File: src/rtl/conv_layer_param.sv
// Streaming KxK convolution: K-row line buffer, sequential per-tap MAC with all channels in parallel.
// Define CONV_RELU_EN to clamp each registered channel result at zero (ReLU); default presents raw accumulators.
module conv_layer_param #(
  parameter int WIDTH       = 28,
  parameter int HEIGHT      = 28,
  parameter int DATA_BITS   = 8,
  parameter int WEIGHT_BITS = 8,
  parameter int FILTER_SIZE = 7,
  parameter int STRIDE      = 1,
  parameter int NUM_CH      = 3,
  parameter int ACC_BITS    = DATA_BITS + WEIGHT_BITS + $clog2(FILTER_SIZE * FILTER_SIZE) + 1
) (
  input  logic                          clk,
  input  logic                          rst,
  input  logic [DATA_BITS-1:0]          in_data,
  input  logic                          in_valid,
  output logic                          in_ready,
  input  logic                          w_load,
  input  logic signed [WEIGHT_BITS-1:0] w_data,
  output logic [NUM_CH*ACC_BITS-1:0]    out_data,
  output logic                          out_valid,
  input  logic                          out_ready,
  output logic                          frame_done,
  output logic                          busy
);

  localparam int K    = FILTER_SIZE;
  localparam int TAPS = K * K;
  localparam int CW   = $clog2(WIDTH + 1);
  localparam int RW   = $clog2(HEIGHT + 1);
  localparam int CIW  = (WIDTH > 1) ? $clog2(WIDTH) : 1;
  localparam int SW   = (K > 1) ? $clog2(K) : 1;
  localparam int SW1  = SW + 1;
  localparam int TW   = $clog2(TAPS + 1);
  localparam int WPW  = (NUM_CH * TAPS > 1) ? $clog2(NUM_CH * TAPS) : 1;
  localparam int PW   = (STRIDE > 1) ? $clog2(STRIDE) : 1;
  localparam int PB   = DATA_BITS + 1 + WEIGHT_BITS;

  localparam logic [1:0] ST_ACCEPT = 2'd0;
  localparam logic [1:0] ST_CALC   = 2'd1;
  localparam logic [1:0] ST_OUT    = 2'd2;

  // Handshakes: a pixel transfers on an edge where in_valid && in_ready; a result
  // transfers on an edge where out_valid && out_ready, and out_data is held until then.

  logic [1:0]     state;
  logic [CW-1:0]  col, win_col, rd_col;
  logic [RW-1:0]  row;
  logic [SW-1:0]  slot, win_slot, rd_slot, tap_r, tap_c;
  logic [SW1-1:0] slot_sum;
  logic [PW-1:0]  row_ph, col_ph;
  logic [TW-1:0]  tap_cnt, tap_sel;
  logic [WPW-1:0] w_ptr;
  logic           last_win, trig, last_pix, in_fire;
  logic [DATA_BITS-1:0] pix;

  logic [DATA_BITS-1:0]          line_buf [K][WIDTH];
  logic signed [WEIGHT_BITS-1:0] w_mem [NUM_CH*TAPS];
  logic signed [ACC_BITS-1:0]    acc [NUM_CH];
  logic signed [PB-1:0]          prod [NUM_CH];

  function automatic logic [PW-1:0] ph_inc(input logic [PW-1:0] p);
    return (p == PW'(STRIDE - 1)) ? '0 : p + 1'b1;
  endfunction

  assign in_ready = (state == ST_ACCEPT);
  assign in_fire  = in_valid && (state == ST_ACCEPT);
  assign last_pix = (row == RW'(HEIGHT - 1)) && (col == CW'(WIDTH - 1));
  // Phase counters track (r-K+1)%STRIDE and (c-K+1)%STRIDE without dividers.
  assign trig     = (row >= RW'(K - 1)) && (col >= CW'(K - 1)) &&
                    (row_ph == '0) && (col_ph == '0);

  always_comb begin
    slot_sum = {1'b0, win_slot} + {1'b0, tap_r};
    rd_slot  = (slot_sum >= SW1'(K)) ? SW'(slot_sum - SW1'(K)) : SW'(slot_sum);
    rd_col   = win_col + CW'(tap_c);
    tap_sel  = (tap_cnt < TW'(TAPS)) ? tap_cnt : '0;
    pix      = line_buf[rd_slot][rd_col[CIW-1:0]];
    for (int ch = 0; ch < NUM_CH; ch++) begin
      prod[ch] = PB'($signed({1'b0, pix})) * PB'(w_mem[WPW'(ch * TAPS) + WPW'(tap_sel)]);
    end
  end

  // Storage arrays are deliberately unreset so weights survive a reset.
  always_ff @(posedge clk) begin
    if (w_load && !busy) w_mem[w_ptr] <= w_data;
    if (in_fire) line_buf[slot][col[CIW-1:0]] <= in_data;
  end

  always_ff @(posedge clk or posedge rst) begin
    if (rst) begin
      state      <= ST_ACCEPT;
      row        <= '0;
      col        <= '0;
      slot       <= '0;
      row_ph     <= '0;
      col_ph     <= '0;
      win_slot   <= '0;
      win_col    <= '0;
      tap_cnt    <= '0;
      tap_r      <= '0;
      tap_c      <= '0;
      w_ptr      <= '0;
      last_win   <= 1'b0;
      out_valid  <= 1'b0;
      out_data   <= '0;
      frame_done <= 1'b0;
      busy       <= 1'b0;
      for (int ch = 0; ch < NUM_CH; ch++) acc[ch] <= '0;
    end else begin
      frame_done <= 1'b0;
      if (w_load && !busy)
        w_ptr <= (w_ptr == WPW'(NUM_CH * TAPS - 1)) ? '0 : w_ptr + 1'b1;

      case (state)
        ST_ACCEPT: begin
          if (in_valid) begin
            if (last_pix && !trig) begin
              busy       <= 1'b0;
              frame_done <= 1'b1;
            end else begin
              busy <= 1'b1;
            end
            if (trig) begin
              state    <= ST_CALC;
              win_slot <= (slot == SW'(K - 1)) ? '0 : slot + 1'b1;
              win_col  <= col - CW'(K - 1);
              tap_cnt  <= '0;
              tap_r    <= '0;
              tap_c    <= '0;
              last_win <= last_pix;
              for (int ch = 0; ch < NUM_CH; ch++) acc[ch] <= '0;
            end
            if (last_pix) begin
              row    <= '0;
              col    <= '0;
              slot   <= '0;
              row_ph <= '0;
              col_ph <= '0;
            end else if (col == CW'(WIDTH - 1)) begin
              col    <= '0;
              col_ph <= '0;
              row    <= row + 1'b1;
              slot   <= (slot == SW'(K - 1)) ? '0 : slot + 1'b1;
              row_ph <= (row >= RW'(K - 1)) ? ph_inc(row_ph) : '0;
            end else begin
              col    <= col + 1'b1;
              col_ph <= (col >= CW'(K - 1)) ? ph_inc(col_ph) : '0;
            end
          end
        end

        ST_CALC: begin
          if (tap_cnt == TW'(TAPS)) begin
            state     <= ST_OUT;
            out_valid <= 1'b1;
            for (int ch = 0; ch < NUM_CH; ch++) begin
`ifdef CONV_RELU_EN
              out_data[ch*ACC_BITS +: ACC_BITS] <= acc[ch][ACC_BITS-1] ? '0 : acc[ch];
`else
              out_data[ch*ACC_BITS +: ACC_BITS] <= acc[ch];
`endif
            end
          end else begin
            for (int ch = 0; ch < NUM_CH; ch++) acc[ch] <= acc[ch] + ACC_BITS'(prod[ch]);
            tap_cnt <= tap_cnt + 1'b1;
            if (tap_c == SW'(K - 1)) begin
              tap_c <= '0;
              tap_r <= tap_r + 1'b1;
            end else begin
              tap_c <= tap_c + 1'b1;
            end
          end
        end

        ST_OUT: begin
          if (out_ready) begin
            out_valid <= 1'b0;
            state     <= ST_ACCEPT;
            if (last_win) begin
              last_win   <= 1'b0;
              frame_done <= 1'b1;
              busy       <= 1'b0;
            end
          end
        end

        default: state <= ST_ACCEPT;
      endcase
    end
  end

endmodule

File: config.mk
export PLATFORM = sky130hd
export DESIGN_NAME = conv_layer_param
export DESIGN_NICKNAME = d
export VERILOG_FILES = /design/src/rtl/conv_layer_param.sv
export SDC_FILE = /design/constraint.sdc
export NUM_CORES = 2
export LEC_CHECK = 0
export BUFFER_PORTS_ARGS = -buffer_cell sky130_fd_sc_hd__buf_4
export CAP_MARGIN = 40
export CORE_AREA = 5 5 474 944
export CTS_CLUSTER_SIZE = 24
export DETAILED_ROUTE_END_ITERATION = 6
export DIE_AREA = 0 0 479 949
export GPL_ROUTABILITY_DRIVEN = 1
export GPL_TIMING_DRIVEN = 0
export PLACE_DENSITY = 0.46
export SLEW_MARGIN = 40
export SYNTH_ARGS = -nofsm -noshare
export SYNTH_HDL_FRONTEND = slang
export SYNTH_SLANG_ARGS = --single-unit
export TNS_END_PERCENT = 20
File: constraint.sdc
create_clock -name clk -period 29.5 [get_ports clk]
set_input_delay 2.95 -clock clk [delete_from_list [all_inputs] [get_ports clk]]
set_output_delay 2.95 -clock clk [all_outputs]
set_load 0.005 [all_outputs]
# --- Word level (Yosys, flattened, before mapping) ---
# Memories as Yosys holds them, arrays and structs flattened.
# Cells that the tools add are included.
totals:
  n_memories: 2
  in_bits: 21
  ff_bits: 187
  out_inout_bits: 73
  ramBits: 2744
  elab_cells: 158
op_classes:
  order_cmp: 7
  n_reduce_logical: 25
  bitwise_logic: 4
  mul: 3
  add_sub_neg: 18
  mux: 64
  eq_ne: 15
mem_list:
  columns: ["memory", "depth", "width", "read_ports", "rd_ports_with_merged_regs", "wr", "line", "rtl"]
  rows:
  - ["line_buf", 7, 224, 1, 0, 1, "57", "logic [DATA_BITS-1:0] line_buf [K][WIDTH];"]
  - ["w_mem", 147, 8, 3, 0, 1, "58", "logic signed [WEIGHT_BITS-1:0] w_mem [NUM_CH*TAPS];"]
op_table:
  columns: ["op", "n"]
  rows:
  - ["$mux W224", 1]
  - ["$mux W69", 3]
  - ["$pmux W69 S2", 1]
  - ["$add A23 B17 Y23", 3]
  - ["$mul A9 B8 Y17", 3]
  - ["$bmux W8 S5", 1]
  - ["$demux W8 S5", 1]
  - ["$mux W8", 4]
  - ["$mux W3", 10]
  - ["$mux W6", 4]
  - ["$mux W1", 23]
  - ["$mux W5", 4]
  - ["$reduce_and A4 Y1", 4]
  - ["$ge A6 B6 Y1 const B", 2]
  - ["$ne A2 B2 Y1 const B", 6]
  - ["$not A5 Y6", 2]
  - ["$pmux W3 S2", 2]
  - ["$pmux W6 S2", 1]
  - ["$add A5 B1 Y5 const B", 2]
  - ["$eq A5 B5 Y1 const B", 2]
  - ["$ge A5 B3 Y1 const B", 2]
  - ["$add A3 B1 Y3 const B", 3]
  - ["$reduce_and A3 Y1", 3]
  - ["$add A7 B6 Y8 const A", 1]
  - ["other kinds (27)", 48]

# --- Longest topological paths before layout ---
# An unclocked memory read counts as a cell.
logic_depth:
  depth_word: 11
  mapped_depth: 44
  ltp_nobuf: 36

# --- Worst setup path before layout ---
# No wires, ideal clock.
synth_timing:
  kind: "register to register"
  startpoint: "register tap_cnt[0]"
  endpoint: "register acc[45] (netlist name)"
  period_less_slack_ns: 10.617
  slack_ns: 18.883
  t_arrival_ns: 10.482
  n_path_buf: 11
  required_ns: 29.365
  stages_incl_launch_ff: 44
  path_cell_list: "dfrtp_1 > clkbuf_1 > buf_1 > clkinv_1 > ha_1 > nor3b_1 > o21ai_0 > buf_2 > clkinv_1 > clkbuf_1 > buf_1 > clkbuf_1 > clkbuf_1 > ha_1 > clkbuf_1 > buf_1 > clkbuf_1 > clkbuf_1 > (+8 left out) > fa_1 > inv_1 > fa_1 > fa_1 > inv_1 > fa_1 > inv_1 > ha_1 > o21ai_0 > a21oi_1 > o311a_1 > o41ai_1 > o2111ai_1 > a21o_1 > a21oi_1 > o21ai_0 > xnor2_1 > o21ai_0"
synth_between:
  elab_chain_len: 8
synth_rtl:
  columns: ["element", "line", "rtl"]
  rows:
  - ["start, declared", "52", "logic [TW-1:0] tap_cnt, tap_sel;"]
  - ["start signal, assigned", "166", "tap_cnt <= tap_cnt + 1'b1;"]
  - ["$lt A6 B6 Y1", "77", "tap_sel = (tap_cnt < TW'(TAPS)) ? tap_cnt : '0;"]
  - ["$mux W6", "77", null]
  - ["$add A6 B6 Y7", "80", "prod[ch] = PB'($signed({1'b0, pix})) * PB'(w_mem[WPW'(ch * TAPS) + WPW'(tap_sel)]);"]
  - ["$mem_v2 Z147 W8", null, null]
  - ["$mul A9 B8 Y17", "80", null]
  - ["$add A23 B17 Y23", "165", "for (int ch = 0; ch < NUM_CH; ch++) acc[ch] <= acc[ch] + ACC_BITS'(prod[ch]);"]
  - ["$mux W69", "154", "if (tap_cnt == TW'(TAPS)) begin"]
  - ["$pmux W69 S2", "115", "case (state)"]
  - ["end, declared", "59", "logic signed [ACC_BITS-1:0] acc [NUM_CH];"]
# Several ways; a longest one is shown, not always the timed one. The select of a mux whose other input is x is not followed.
# A chain may end at the register's enable or synchronous reset.

# --- Worst setup path after layout ---
# Same ends and word-level chain as after synthesis.

==> metrics.yaml <==
global_routing:
  grt_max_degree: 86
  grt_pass1_wl_mm: 811
  gr-usage-all-layers: 0.262
  grt_pass1_vias: 88100
  gr-total-overflow: 0
  antenna_found_initial: 66
timing:
  fin_crit_sh: 0.580
  tns_ns: 0
  slew_headroom: 0.275
  drv_slew: 0
  setup_violations: 0
  worst_slew_pin_slew_ns: 1.08
  skew_ns: 0.0884
  hold_viol_final: 0
  whs_ns: 0.483
  grt_setup_unrepaired: "false"
  min_period_ns: 17.12
  fmaxAchievable_mhz: 58.4
clock_network:
  hold_buffers: 0
  cts_tree: "yes"
  clock_path_buffers: 4
  h-tree-depth: 5
  cts_setup_buffers: 0
  cts_root_buffer: "clkbuf_16"
  clk_pin_slew_worst_paths_ns: 0.06
  cts_sinks: 2929
  ctsResizeCount: 0
  cts-buffers-inserted: 294
  clock_latency_ns: 0.99
routing:
  drtIter0Drc: 13500
  drt-vias-per-instance: 5.84
  dr.pass1.iters: 6
  ant_nets: 0
  avgRoutedWirePerCell_um: 38.6
  drc: 0
  finalWirelength_mm: 614
  num_vias: 92900
hold_path:
  min_to: "out_data[50]$_DFFE_PP0P_"
  holdCritStartpoint: "out_data[50]$_DFFE_PP0P_"
  hold_path.class: "flip-flop to flip-flop"
  hold_depth: 2
synthesis:
  syn_area_per_cell_um2: 14.0
  ys_seq_area_frac: 0.663
  synth-main-ff-cell: "edfxtp_1"
  syn_area_um2: 131000
  synth_seq_cells: 2929
  post-synth-top-area-cell: "edfxtp_1"
  synthDominantCellAreaShare: 0.628
  synthTopCellsByArea: "edfxtp_1 63%, mux4_2 4.8%, nand2_1 4.0%"
  async_flop_share: 0.0632
  synth_edf_count: 2744
  yosys_warnings: 0
  ys_types: 98
  synth_nets: 9811
  netlist_instances: 9393
power_and_ir_drop:
  p_leak_nw: 51.7
  cellPowerDensity_nw_per_um2: 74.3
  total_power_mw: 11.4
  ir_drop_mv: 0.101
die:
  fp.coreArea_um2: 440000
  die_height_um: 949
  start_util: 0.298
  dieArea_um2: 455000
  die_x_um: 479
  num_rows: 345
  ios: 94
cells_and_area:
  multi_input_area_um2: 42300
  register_area_um2: 87000
  num-fill-cells: 42400
  finish.utilization: 0.348
  area_growth_pct: 16.7
  drive_gt1_frac: 0.191
  fin_nets: 10300
worst_setup_path:
  rrSetupSlack_ns: 12.38
  slowest_stage: "buf_2"
  worst_setup_path_end_kind: "flip-flop"
  max_stage_delay_ns: 0.75
  reg2reg_to: "acc[45]$_DFFE_PP0P_"
  crit_required_ns: 30.28
  crit_fanout: 11
  arrival_ns: 17.90
  r2r_cells: 43
  crit_start: "tap_cnt[0]$_DFFE_PP0P_"
  crit_type: "flip-flop to flip-flop"
  crit_path_start_kind: "flip-flop"
  r2r_start: "tap_cnt[0]$_DFFE_PP0P_"
place:
  portBuffers: 93
  gp_congestion: 0.994
  dpl.hpwl_mm: 435
flow_run:
  cap_violations: 0
status:
  status: "finished clean"
-- area by class of cell --
type                       count  area share
sequential                  2929       0.568
multi-input combinational   5618       0.276
clock buffer                 363      0.0510
tap                         5725      0.0468
timing repair buffer         215      0.0214
buffer                       582      0.0188
clock inverter               164      0.0103
inverter                     264     0.00652
antenna                       38    0.000621
-- Yosys cell counts (all sizes together), types with 85 or more instances --
cell type,number
mux2i,320
nor2,648
o221ai,100
dfrtp,185
clkbuf,325
a21oi,255
and2,88
o21ai,283
buf,257
ha,240
nand3,320
a311oi,109
edfxtp,2744
o211ai,95
nor3,102
o22ai,249
inv,256
nand2,1384
mux2,85
a31oi,101
mux4,282
fa,157
-- worst max path at each step --
| stage | cells past startpoint | slack, ns | to |
|---|---|---|---|
| floorplan | 43 | 18.88 | acc[45]$_DFFE_PP0P_ |
| global placement | 43 | 9.79 | acc[45]$_DFFE_PP0P_ |
| detailed placement | 43 | 12.64 | acc[45]$_DFFE_PP0P_ |
| CTS | 43 | 12.62 | acc[45]$_DFFE_PP0P_ |
| global route | 43 | 12.34 | acc[45]$_DFFE_PP0P_ |
| finish | 43 | 12.38 | acc[45]$_DFFE_PP0P_ |
-- per-layer routing --
layer / global-route usage / share of wire / vias up
met5: 0 / 0.00018 / -
met4: 0.146 / 0.069 / 16
met3: 0.0675 / 0.10 / 1523
met2: 0.389 / 0.43 / 6000
met1: 0.348 / 0.40 / 48500
li1: - / - / 36900
-- sequential cells by signal (all words and copies together), names as in the netlist --
register	cells
line_buf	1568
w_mem	1176
acc	69
out_data	69
w_ptr	8
tap_cnt	6
col	5
row	5
win_col	5
slot	3
tap_c	3
tap_r	3
win_slot	3
state	2
busy	1
frame_done	1
last_win	1
out_valid	1
-- logic make-up (layout without fill, tap and decap cells) --
logic type,count (synthesis),after routing,share of synthesized area
flops,2929,2929,0.663
xor+xnor,93,93,0.00649
other cells,0,38,0
simple gates,2872,2872,0.0947
buf+inv,846,1588,0.0268
fa+ha+maj,397,397,0.0468
mux,687,687,0.0801
compound gates,1569,1569,0.0817
-- power by group --
group	leakage (nW)	switching [mW]	total, mW	internal (mW)
combinational	20.3	1.79	2.94	1.15
clock	4.58	1.73	3.85	2.13
sequential	26.8	0.0157	4.59	4.57
-- through the flow --
| step | instance area (um^2) | cells | setup slack, ns |
|---|---|---|---|
| finish | 153000 | 15900 | 12.38 |
| global route | 153000 | 15900 | 12.34 |
| CTS | 153000 | 15900 | 12.62 |
| detailed placement | 143000 | 15300 | 12.64 |
| global placement | 139000 | 15200 | 9.79 |
| floorplan | 131000 | 9393 | 18.88 |
-- worst max-delay path: cells and delay by family, from the launching register on --
kind / cells / cell delay, ns
buffers and inverters: 17 / 7.09
adder cells (fa/ha/maj): 8 / 3.49
XOR/XNOR: 1 / 0.16
AND/OR/NAND/NOR: 5 / 2.06
AO/OA/AOI/OAI: 11 / 2.99
multiplexers: 1 / 0.40
flip-flops: 1 / 0.60
-- cells in the final DEF, fill, tap and decap left out, types with 36 or more instances in the layout --
cell type,instances
edfxtp_1,2744
o221ai_1,100
nor4_1,36
nor2_1,324
a31oi_1,92
o22ai_1,249
fa_1,157
nor2b_1,66
and3_1,73
inv_1,253
clkinv_1,61
nand2b_1,40
clkbuf_2,194
a211oi_1,66
nor2_2,314
mux2i_1,318
clkinv_2,48
and2_1,87
clkbuf_1,184
o211ai_1,94
xor2_1,41
xnor2_1,36
dfrtp_1,185
nand4_1,47
buf_2,215
buf_4,123
o21ai_0,270
a21oi_1,247
nor3_1,91
mux4_2,282
nand3_1,311
mux2_2,85
clkbuf_16,300
a311oi_1,103
buf_16,69
nand2_1,1377
ha_1,240
diode_2,38
Note: power is estimated with default switching activity, not from simulation.
